$ cat config.mk
export PLATFORM = sky130hd
export DESIGN_NAME = vga_timing_gen
export DESIGN_NICKNAME = d
export VERILOG_FILES = /design/src/rtl/vga_timing_gen.sv
export SDC_FILE = /design/constraint.sdc
export NUM_CORES = 1
export LEC_CHECK = 0
export BUFFER_PORTS_ARGS = -buffer_cell sky130_fd_sc_hd__clkbuf_2
export CORE_MARGIN = 2
export CORE_UTILIZATION = 50
export DETAILED_ROUTE_END_ITERATION = 7
export PLACE_DENSITY_LB_ADDON = 0.1
export SETUP_SLACK_MARGIN = 0.3
export SYNTH_ARGS = -nofsm -noshare
export SYNTH_HDL_FRONTEND = slang
export SYNTH_SLANG_ARGS = --single-unit
$ cat constraint.sdc
create_clock -name clk_50MHz -period 2.05 [get_ports clk_50MHz]
set_input_delay 0.1025 -clock clk_50MHz [delete_from_list [all_inputs] [get_ports clk_50MHz]]
set_output_delay 0.1025 -clock clk_50MHz [all_outputs]
set_load 0.05 [all_outputs]
$ cat src/rtl/vga_timing_gen.sv
// vga_timing_gen: parametrised VESA-style video timing generator.
// Divides clk_50MHz into a pixel strobe and derives pixel coordinates (stage 0)
// plus registered sync, blanking and DAC colour outputs (stage 1, one pixel later).
// Optional feature macro: TEST_PATTERN_EN adds a test_mode input that replaces
// rgb_in with eight vertical colour bars.
module vga_timing_gen #(
  parameter int H_ACTIVE  = 640,
  parameter int H_FP      = 16,
  parameter int H_SYNC    = 96,
  parameter int H_BP      = 48,
  parameter int V_ACTIVE  = 480,
  parameter int V_FP      = 10,
  parameter int V_SYNC    = 2,
  parameter int V_BP      = 33,
  parameter bit HSYNC_POL = 1'b0,
  parameter bit VSYNC_POL = 1'b0,
  parameter int CLK_DIV   = 2,
  parameter int COLOR_W   = 8,
  localparam int H_TOTAL  = H_ACTIVE + H_FP + H_SYNC + H_BP,
  localparam int V_TOTAL  = V_ACTIVE + V_FP + V_SYNC + V_BP,
  localparam int H_W      = $clog2(H_TOTAL),
  localparam int V_W      = $clog2(V_TOTAL)
) (
  input  logic                   clk_50MHz,
  input  logic                   clear,
  input  logic                   enable,
`ifdef TEST_PATTERN_EN
  input  logic                   test_mode,
`endif
  input  logic [3*COLOR_W-1:0]   rgb_in,
  output logic                   clk_25MHz,
  output logic                   pix_tick,
  output logic [H_W-1:0]         x,
  output logic [V_W-1:0]         y,
  output logic                   active,
  output logic                   h_sync,
  output logic                   v_sync,
  output logic                   sync_n,
  output logic                   blank_n,
  output logic [COLOR_W-1:0]     red_out,
  output logic [COLOR_W-1:0]     green_out,
  output logic [COLOR_W-1:0]     blue_out,
  output logic                   frame_start,
  output logic                   line_start
);

  localparam int DIV_W = $clog2(CLK_DIV);

  // Region boundaries as counter-width constants so every compare is width-matched.
  localparam logic [DIV_W-1:0] DIV_LAST   = DIV_W'(CLK_DIV - 1);
  localparam logic [DIV_W-1:0] DIV_HALF   = DIV_W'(CLK_DIV / 2);
  localparam logic [H_W-1:0]   H_ACT_END  = H_W'(H_ACTIVE);
  localparam logic [H_W-1:0]   H_SYNC_BEG = H_W'(H_ACTIVE + H_FP);
  localparam logic [H_W-1:0]   H_SYNC_END = H_W'(H_ACTIVE + H_FP + H_SYNC);
  localparam logic [H_W-1:0]   H_LAST     = H_W'(H_TOTAL - 1);
  localparam logic [V_W-1:0]   V_ACT_END  = V_W'(V_ACTIVE);
  localparam logic [V_W-1:0]   V_SYNC_BEG = V_W'(V_ACTIVE + V_FP);
  localparam logic [V_W-1:0]   V_SYNC_END = V_W'(V_ACTIVE + V_FP + V_SYNC);
  localparam logic [V_W-1:0]   V_LAST     = V_W'(V_TOTAL - 1);

  // Elaboration-time sanity checks on the mode parameters.
  generate
    if (CLK_DIV < 2 || (CLK_DIV % 2) != 0) begin : g_bad_clk_div
      $error("vga_timing_gen: CLK_DIV must be even and >= 2");
    end
    if (H_FP == 0 || H_SYNC == 0 || H_BP == 0 ||
        V_FP == 0 || V_SYNC == 0 || V_BP == 0) begin : g_bad_porch
      $error("vga_timing_gen: porch and sync widths must be non-zero");
    end
  endgenerate

  logic [DIV_W-1:0]       div_cnt_q, div_cnt_d;
  logic [H_W-1:0]         h_cnt_q, h_cnt_d;
  logic [V_W-1:0]         v_cnt_q, v_cnt_d;
  logic                   pclk_q, pclk_d;
  logic                   h_sync_q, h_sync_d;
  logic                   v_sync_q, v_sync_d;
  logic                   blank_n_q, blank_n_d;
  logic [3*COLOR_W-1:0]   rgb_q, rgb_d;
  logic [3*COLOR_W-1:0]   pix_rgb;
  logic                   in_h_sync, in_v_sync;

  // Stage 0: combinational decode of the current counter position.
  assign pix_tick    = enable && (div_cnt_q == DIV_LAST);
  assign active      = (h_cnt_q < H_ACT_END) && (v_cnt_q < V_ACT_END);
  assign x           = active ? h_cnt_q : '0;
  assign y           = active ? v_cnt_q : '0;
  assign in_h_sync   = (h_cnt_q >= H_SYNC_BEG) && (h_cnt_q < H_SYNC_END);
  assign in_v_sync   = (v_cnt_q >= V_SYNC_BEG) && (v_cnt_q < V_SYNC_END);
  assign frame_start = pix_tick && (h_cnt_q == '0) && (v_cnt_q == '0);
  assign line_start  = pix_tick && (h_cnt_q == '0) && (v_cnt_q < V_ACT_END);

`ifdef TEST_PATTERN_EN
  localparam int BAR_W = (H_ACTIVE / 8 > 0) ? H_ACTIVE / 8 : 1;
  logic [2:0]           bar_idx;
  logic [3*COLOR_W-1:0] bar_rgb;

  // Colour-bar lookup: white, yellow, cyan, green, magenta, red, blue, black.
  // With the bar index b, R = ~b[1], G = ~b[2], B = ~b[0] gives exactly that order.
  always_comb begin
    bar_idx = 3'd7;
    if ((int'(h_cnt_q) / BAR_W) < 8) bar_idx = 3'(int'(h_cnt_q) / BAR_W);
    bar_rgb = {{COLOR_W{~bar_idx[1]}}, {COLOR_W{~bar_idx[2]}}, {COLOR_W{~bar_idx[0]}}};
  end

  assign pix_rgb = test_mode ? bar_rgb : rgb_in;
`else
  assign pix_rgb = rgb_in;
`endif

  // Next-state for divider, pixel/line counters and the stage-1 output registers.
  always_comb begin
    // NOTE: every variable gets a default here so no path leaves it unassigned (no latch).
    div_cnt_d = div_cnt_q;
    h_cnt_d   = h_cnt_q;
    v_cnt_d   = v_cnt_q;
    h_sync_d  = h_sync_q;
    v_sync_d  = v_sync_q;
    blank_n_d = blank_n_q;
    rgb_d     = rgb_q;

    if (enable) begin
      div_cnt_d = (div_cnt_q == DIV_LAST) ? '0 : div_cnt_q + 1'b1;
    end

    if (pix_tick) begin
      if (h_cnt_q == H_LAST) begin
        h_cnt_d = '0;
        v_cnt_d = (v_cnt_q == V_LAST) ? '0 : v_cnt_q + 1'b1;
      end else begin
        h_cnt_d = h_cnt_q + 1'b1;
      end
    end

    if (!enable) begin
      // Sync levels hold; the DAC is blanked while frozen.
      blank_n_d = 1'b0;
      rgb_d     = '0;
    end else if (pix_tick) begin
      h_sync_d  = in_h_sync ? HSYNC_POL : ~HSYNC_POL;
      v_sync_d  = in_v_sync ? VSYNC_POL : ~VSYNC_POL;
      blank_n_d = active;
      rgb_d     = active ? pix_rgb : '0;
    end

    // Pixel clock is high for the upper half of each divider period.
    pclk_d = (div_cnt_d >= DIV_HALF);
  end

  // State registers with asynchronous clear.
  always_ff @(posedge clk_50MHz or posedge clear) begin
    if (clear) begin
      div_cnt_q <= '0;
      h_cnt_q   <= '0;
      v_cnt_q   <= '0;
      pclk_q    <= 1'b0;
      h_sync_q  <= ~HSYNC_POL;
      v_sync_q  <= ~VSYNC_POL;
      blank_n_q <= 1'b0;
      rgb_q     <= '0;
    end else begin
      // NOTE: non-blocking assignments so all registers update from pre-edge values.
      div_cnt_q <= div_cnt_d;
      h_cnt_q   <= h_cnt_d;
      v_cnt_q   <= v_cnt_d;
      pclk_q    <= pclk_d;
      h_sync_q  <= h_sync_d;
      v_sync_q  <= v_sync_d;
      blank_n_q <= blank_n_d;
      rgb_q     <= rgb_d;
    end
  end

  assign clk_25MHz = pclk_q;
  assign h_sync    = h_sync_q;
  assign v_sync    = v_sync_q;
  assign blank_n   = blank_n_q;
  assign sync_n    = 1'b0;
  assign red_out   = rgb_q[3*COLOR_W-1:2*COLOR_W];
  assign green_out = rgb_q[2*COLOR_W-1:COLOR_W];
  assign blue_out  = rgb_q[COLOR_W-1:0];

endmodule

==> impl_results.md <==
* Site row count at 24
* CP top delay family: simple AND/OR/NAND/NOR gates
* Vias in the first global route at 2047
* Number of antenna-violating nets in the routed design at 0
* Synth Warn # at 0
* Layout overhead on the synthesized area at 59.31%
* Complex-gate fraction of the synthesized area at 0.1362
* Number of maximum-capacitance constraint violations at 0
* Area of the die at between 5000 and 6000 sq um
* Cell Pwr Density at roughly 980 nW/um^2
* Fraction of synthesized area in multiplexers at 0.004306
* Proportion of layout cells with a drive suffix above 1 at 0.5000
* RSZ-0062 raised after global routing: true
* Final weighted congestion in routability-driven placement at approximately 0.78
* Count of buffer and inverter cells on the critical path at 3
* Mean routed wirelength per cell at 17.72 um
* CP startpoint kind: flop
* Horizontal die dimension at 72.19 um
* Worst r2r path cells at 7
* Class of the worst hold path: in2reg
* CTS tree: built
* Max rail drop VDD at between 0.8 and 0.9 mV
* Worst hold stages at 2
* Critical Setup Path Class: reg2out
* Required time of the critical path at around 2 ns
* Synth Area in XOR/XNOR at 0.04144
* Worst Hold Slack at between 0.005 and 0.006 ns
* Register-to-register setup slack at ~0.32 ns
* Count of different cell masters after synthesis at 42
* Pin count of the biggest net entering global routing at 41
* Type of element capturing the critical path: primary output
* Final min period at ~2.0 ns
* Run status: finished clean
* Number of storage elements in the synthesis netlist at 48
* RR Startpoint: v_cnt_q[8]$_DFFE_PP0P_
* Number of filler cells placed in the layout at 243
* Post-Synth Simple-Gate Area at 0.2164
* First-pass GRT wire length at roughly 10000 um
* Synthesized-area fraction occupied by adder cells at 0.03767
* Clock tree sinks at 48
* Total congestion overflow at 0
* Number of top-level design ports at 80
* FF-to-FF End: rgb_q[20]$_DFFE_PP0P_
* Leading area contributor after synthesis: sky130_fd_sc_hd__dfrtp_1
* Cells after Synth at 212
* Num CTS Buffers at 5
* Setup tns final at 0 ns
* Setup violation total in the final timing report at 0
* Post-Synthesis Cell Area at around 2300 sq um
* Count of final hold-check violations at 0
* Clock Skews at about 0.0061 ns
* Count of nets after finishing at 351
* Initial core utilization at 0.5266
* Drt via density at about 5.6
* CP Data Arrival Time at 1.88 ns
* Cell with the biggest individual delay on the critical path: sky130_fd_sc_hd__dfrtp_1
* Post-synthesis area per instance at roughly 11 sq um
* Number of non-filler instances in the completed layout at 370
* Min-Delay Startpoint: rgb_in[19]
* Largest family of logic cells by synthesized area: simple AND/OR/NAND/NOR gates
* Count of buffers inserted at the top-level ports at 77
* Total count of max-transition violations in the final report at 0
* Initial antenna violation count at 0
* Cells taking the most area after synthesis: sky130_fd_sc_hd__dfrtp_1 (50%), sky130_fd_sc_hd__a22o_1 (9.0%), sky130_fd_sc_hd__and2_1 (4.8%)
* Core Area at roughly 4400 sq um
* Cells along the critical path: and4_4 -> or2_4 -> nor2_4 -> buf_6 -> buf_16 -> and2_4 -> clkbuf_16
* Count of inserted antenna diode cells at 0
* Actual slew at the worst max-slew pin at approximately 0.84 ns
* Number of DRC markers after the initial detailed-route iteration at around 140
* Count of vias placed by the detailed router at approximately 2100
* GRT Resource Usage Total at 0.2607
* Crit share post-route at 0.9657
* Clock-pin slew on the worst setup and hold paths at 0.10 ns
* Remaining DRCs at 0
* Top-area cell type share of the netlist area at 0.4952
* Total leakage power at between 1.5 and 2 nW
* Min-Delay Endpoint: rgb_q[19]$_DFFE_PP0P_
* HPWL reported at the end of detailed placement at 3647 um
* Worst slew slack as a fraction of its limit at 0.4416
* Total detailed-routing wirelength at approximately 6600 um
* Clock root buffer: sky130_fd_sc_hd__clkbuf_8
* First drt pass iteration count at 4
* Fmax achieved at about 0.51 GHz
* Max Buffers Root-to-Sink at 2
* Floorplan die height at ~72 um
* Level count of the clock H-tree at 2
* Fraction of the yosys area taken by sequential cells at 0.5178
* Clock latency at the later pin of the worst-skew pair at slightly above 0.3 ns
* Inst Count DP at approximately 340
* CP Max Fanout at 8
* Biggest cell delay along the critical path at about 0.40 ns
## flip-flops by register name, summed over array words and instances (netlist names)
| signal | cells |
|---|---|
| h_sync | 1 |
| v_sync | 1 |
| div_cnt_q | 1 |
| h_cnt_q | 10 |
| v_cnt_q | 10 |
| blank_n | 1 |
| rgb_q | 24 |
## layer usage
metal,vias to the layer above,global-route usage,wire length (um)
li1,963,-,-
met1,1026,0.3533,2759
met2,74,0.4169,3355
met3,10,0.05556,344
met4,0,0.09224,97
met5,-,0,0
## logic make-up after synthesis
logic type | Yosys count
buffers and inverters | 19
multiplexers | 1
XOR/XNOR | 11
flip-flops | 48
AO/OA/AOI/OAI | 43
other | 1
AND/OR/NAND/NOR | 82
adder cells (fa/ha/maj) | 7
## worst max-delay path by stage
| stage | from | depth (start not counted) | to | slack, ns |
|---|---|---|---|---|
| after global placement | v_cnt_q[7]$_DFFE_PP0P_ | 5 | y[7] | 0.17 |
| after detailed placement | v_cnt_q[7]$_DFFE_PP0P_ | 5 | y[1] | 0.12 |
| after floorplan | div_cnt_q$_DFF_PP0_ | 5 | v_cnt_q[4]$_DFFE_PP0P_ | 0.21 |
| final | v_cnt_q[8]$_DFFE_PP0P_ | 7 | y[4] | 0.07 |
| after CTS | v_cnt_q[7]$_DFFE_PP0P_ | 7 | y[3] | 0.14 |
| after global routing | v_cnt_q[8]$_DFFE_PP0P_ | 7 | y[4] | 0.02 |
## final cells by class
| class | count | area (sq um) | share of cell area |
|---|---|---|---|
| clock inverters | 3 | 47.55 | 0.01284 |
| flip-flops and latches | 48 | 1210 | 0.3267 |
| multi-input cells | 146 | 1192 | 0.3220 |
| inverters | 7 | 26.28 | 0.007095 |
| repair buffers | 109 | 1094 | 0.2953 |
| well taps | 52 | 65.06 | 0.01757 |
| clock buffers | 5 | 68.82 | 0.01858 |
## timing repair
item	4_1_cts	5_1_grt
endpoints found under the setup margin	47	27
resized for setup	80	25
buffers inserted	14	5
gates cloned	2	0
pin swaps	9	6
endpoints found under the hold margin	37	3
hold buffers	1	3
## cell usage in the layout (no fill, tap or decap), types with 2 or more instances in the layout
cell                            synthesis  routed
sky130_fd_sc_hd__and3_1                 3       3
sky130_fd_sc_hd__and2_4                 0      18
sky130_fd_sc_hd__ha_4                   0       2
sky130_fd_sc_hd__nor3_1                 4       3
sky130_fd_sc_hd__nand4_1                2       2
sky130_fd_sc_hd__clkbuf_2               0      55
sky130_fd_sc_hd__buf_6                  2       4
sky130_fd_sc_hd__nor2_4                 2       5
sky130_fd_sc_hd__a22o_1                24      24
sky130_fd_sc_hd__a21oi_1                2       2
sky130_fd_sc_hd__xnor2_1                6       6
sky130_fd_sc_hd__nand2_1               12      12
sky130_fd_sc_hd__o21ai_0               12      11
sky130_fd_sc_hd__dlygate4sd3_1          0       4
sky130_fd_sc_hd__clkinv_4               0       2
sky130_fd_sc_hd__conb_1                 1       2
sky130_fd_sc_hd__buf_16                 0       2
sky130_fd_sc_hd__nand4b_1               2       2
sky130_fd_sc_hd__a31oi_1                2       2
sky130_fd_sc_hd__inv_2                  0       2
sky130_fd_sc_hd__dfrtp_2                0       5
sky130_fd_sc_hd__buf_8                  0       5
sky130_fd_sc_hd__dfrtp_1               46      41
sky130_fd_sc_hd__clkbuf_8               0       5
sky130_fd_sc_hd__buf_4                  4      21
sky130_fd_sc_hd__nor4_4                 0       2
sky130_fd_sc_hd__ha_1                   7       5
sky130_fd_sc_hd__nor2_1                12       8
sky130_fd_sc_hd__clkbuf_16              0      17
sky130_fd_sc_hd__inv_1                  7       5
sky130_fd_sc_hd__xor2_1                 5       5
sky130_fd_sc_hd__and4_1                 3       2
sky130_fd_sc_hd__nand3_1                9       8
sky130_fd_sc_hd__dfstp_2                2       2
## where the power goes
group / total, mW / switching, mW / internal (mW)
Sequential: 1.29 / 0.179 / 1.11
Combinational: 1.62 / 0.983 / 0.633
Clock: 0.708 / 0.340 / 0.368
Total: 3.61 / 1.50 / 2.11
## Yosys cell counts, drive strengths merged
master   count
inv          7
nor4         2
and3b        1
nor4bb       1
or2          1
nand4b       2
nor3         4
clkbuf       3
xnor2        6
nor4b        2
nand2       12
o21a         1
dfrtp       46
a31oi        2
mux2i        1
nand4        3
and4b        1
nand3b       2
and2        18
and4         3
nor2        14
nand3        9
ha           7
and3         3
nor2b        2
dfstp        2
a22o        24
xor2         5
or4b         1
o21ai       12
conb         1
buf          9
nand2b       1
a21oi        2
a21o         1
o2111ai      1
## stage by stage
stage | utilization | worst slack (ns) | area, sq um | power [mW]
after CTS | 0.8047 | 0.1384 | 3552 | 3.494
after global placement | 0.6375 | 0.1729 | 2814 | 2.501
final | 0.8390 | 0.07040 | 3704 | 3.614
after detailed placement | 0.6375 | 0.1179 | 2814 | 2.513
after floorplan | - | 0.2087 | 2402 | 2.264
after global routing | 0.8390 | 0.01966 | 3704 | 3.791
Note: power is estimated with default switching activity, not from simulation.
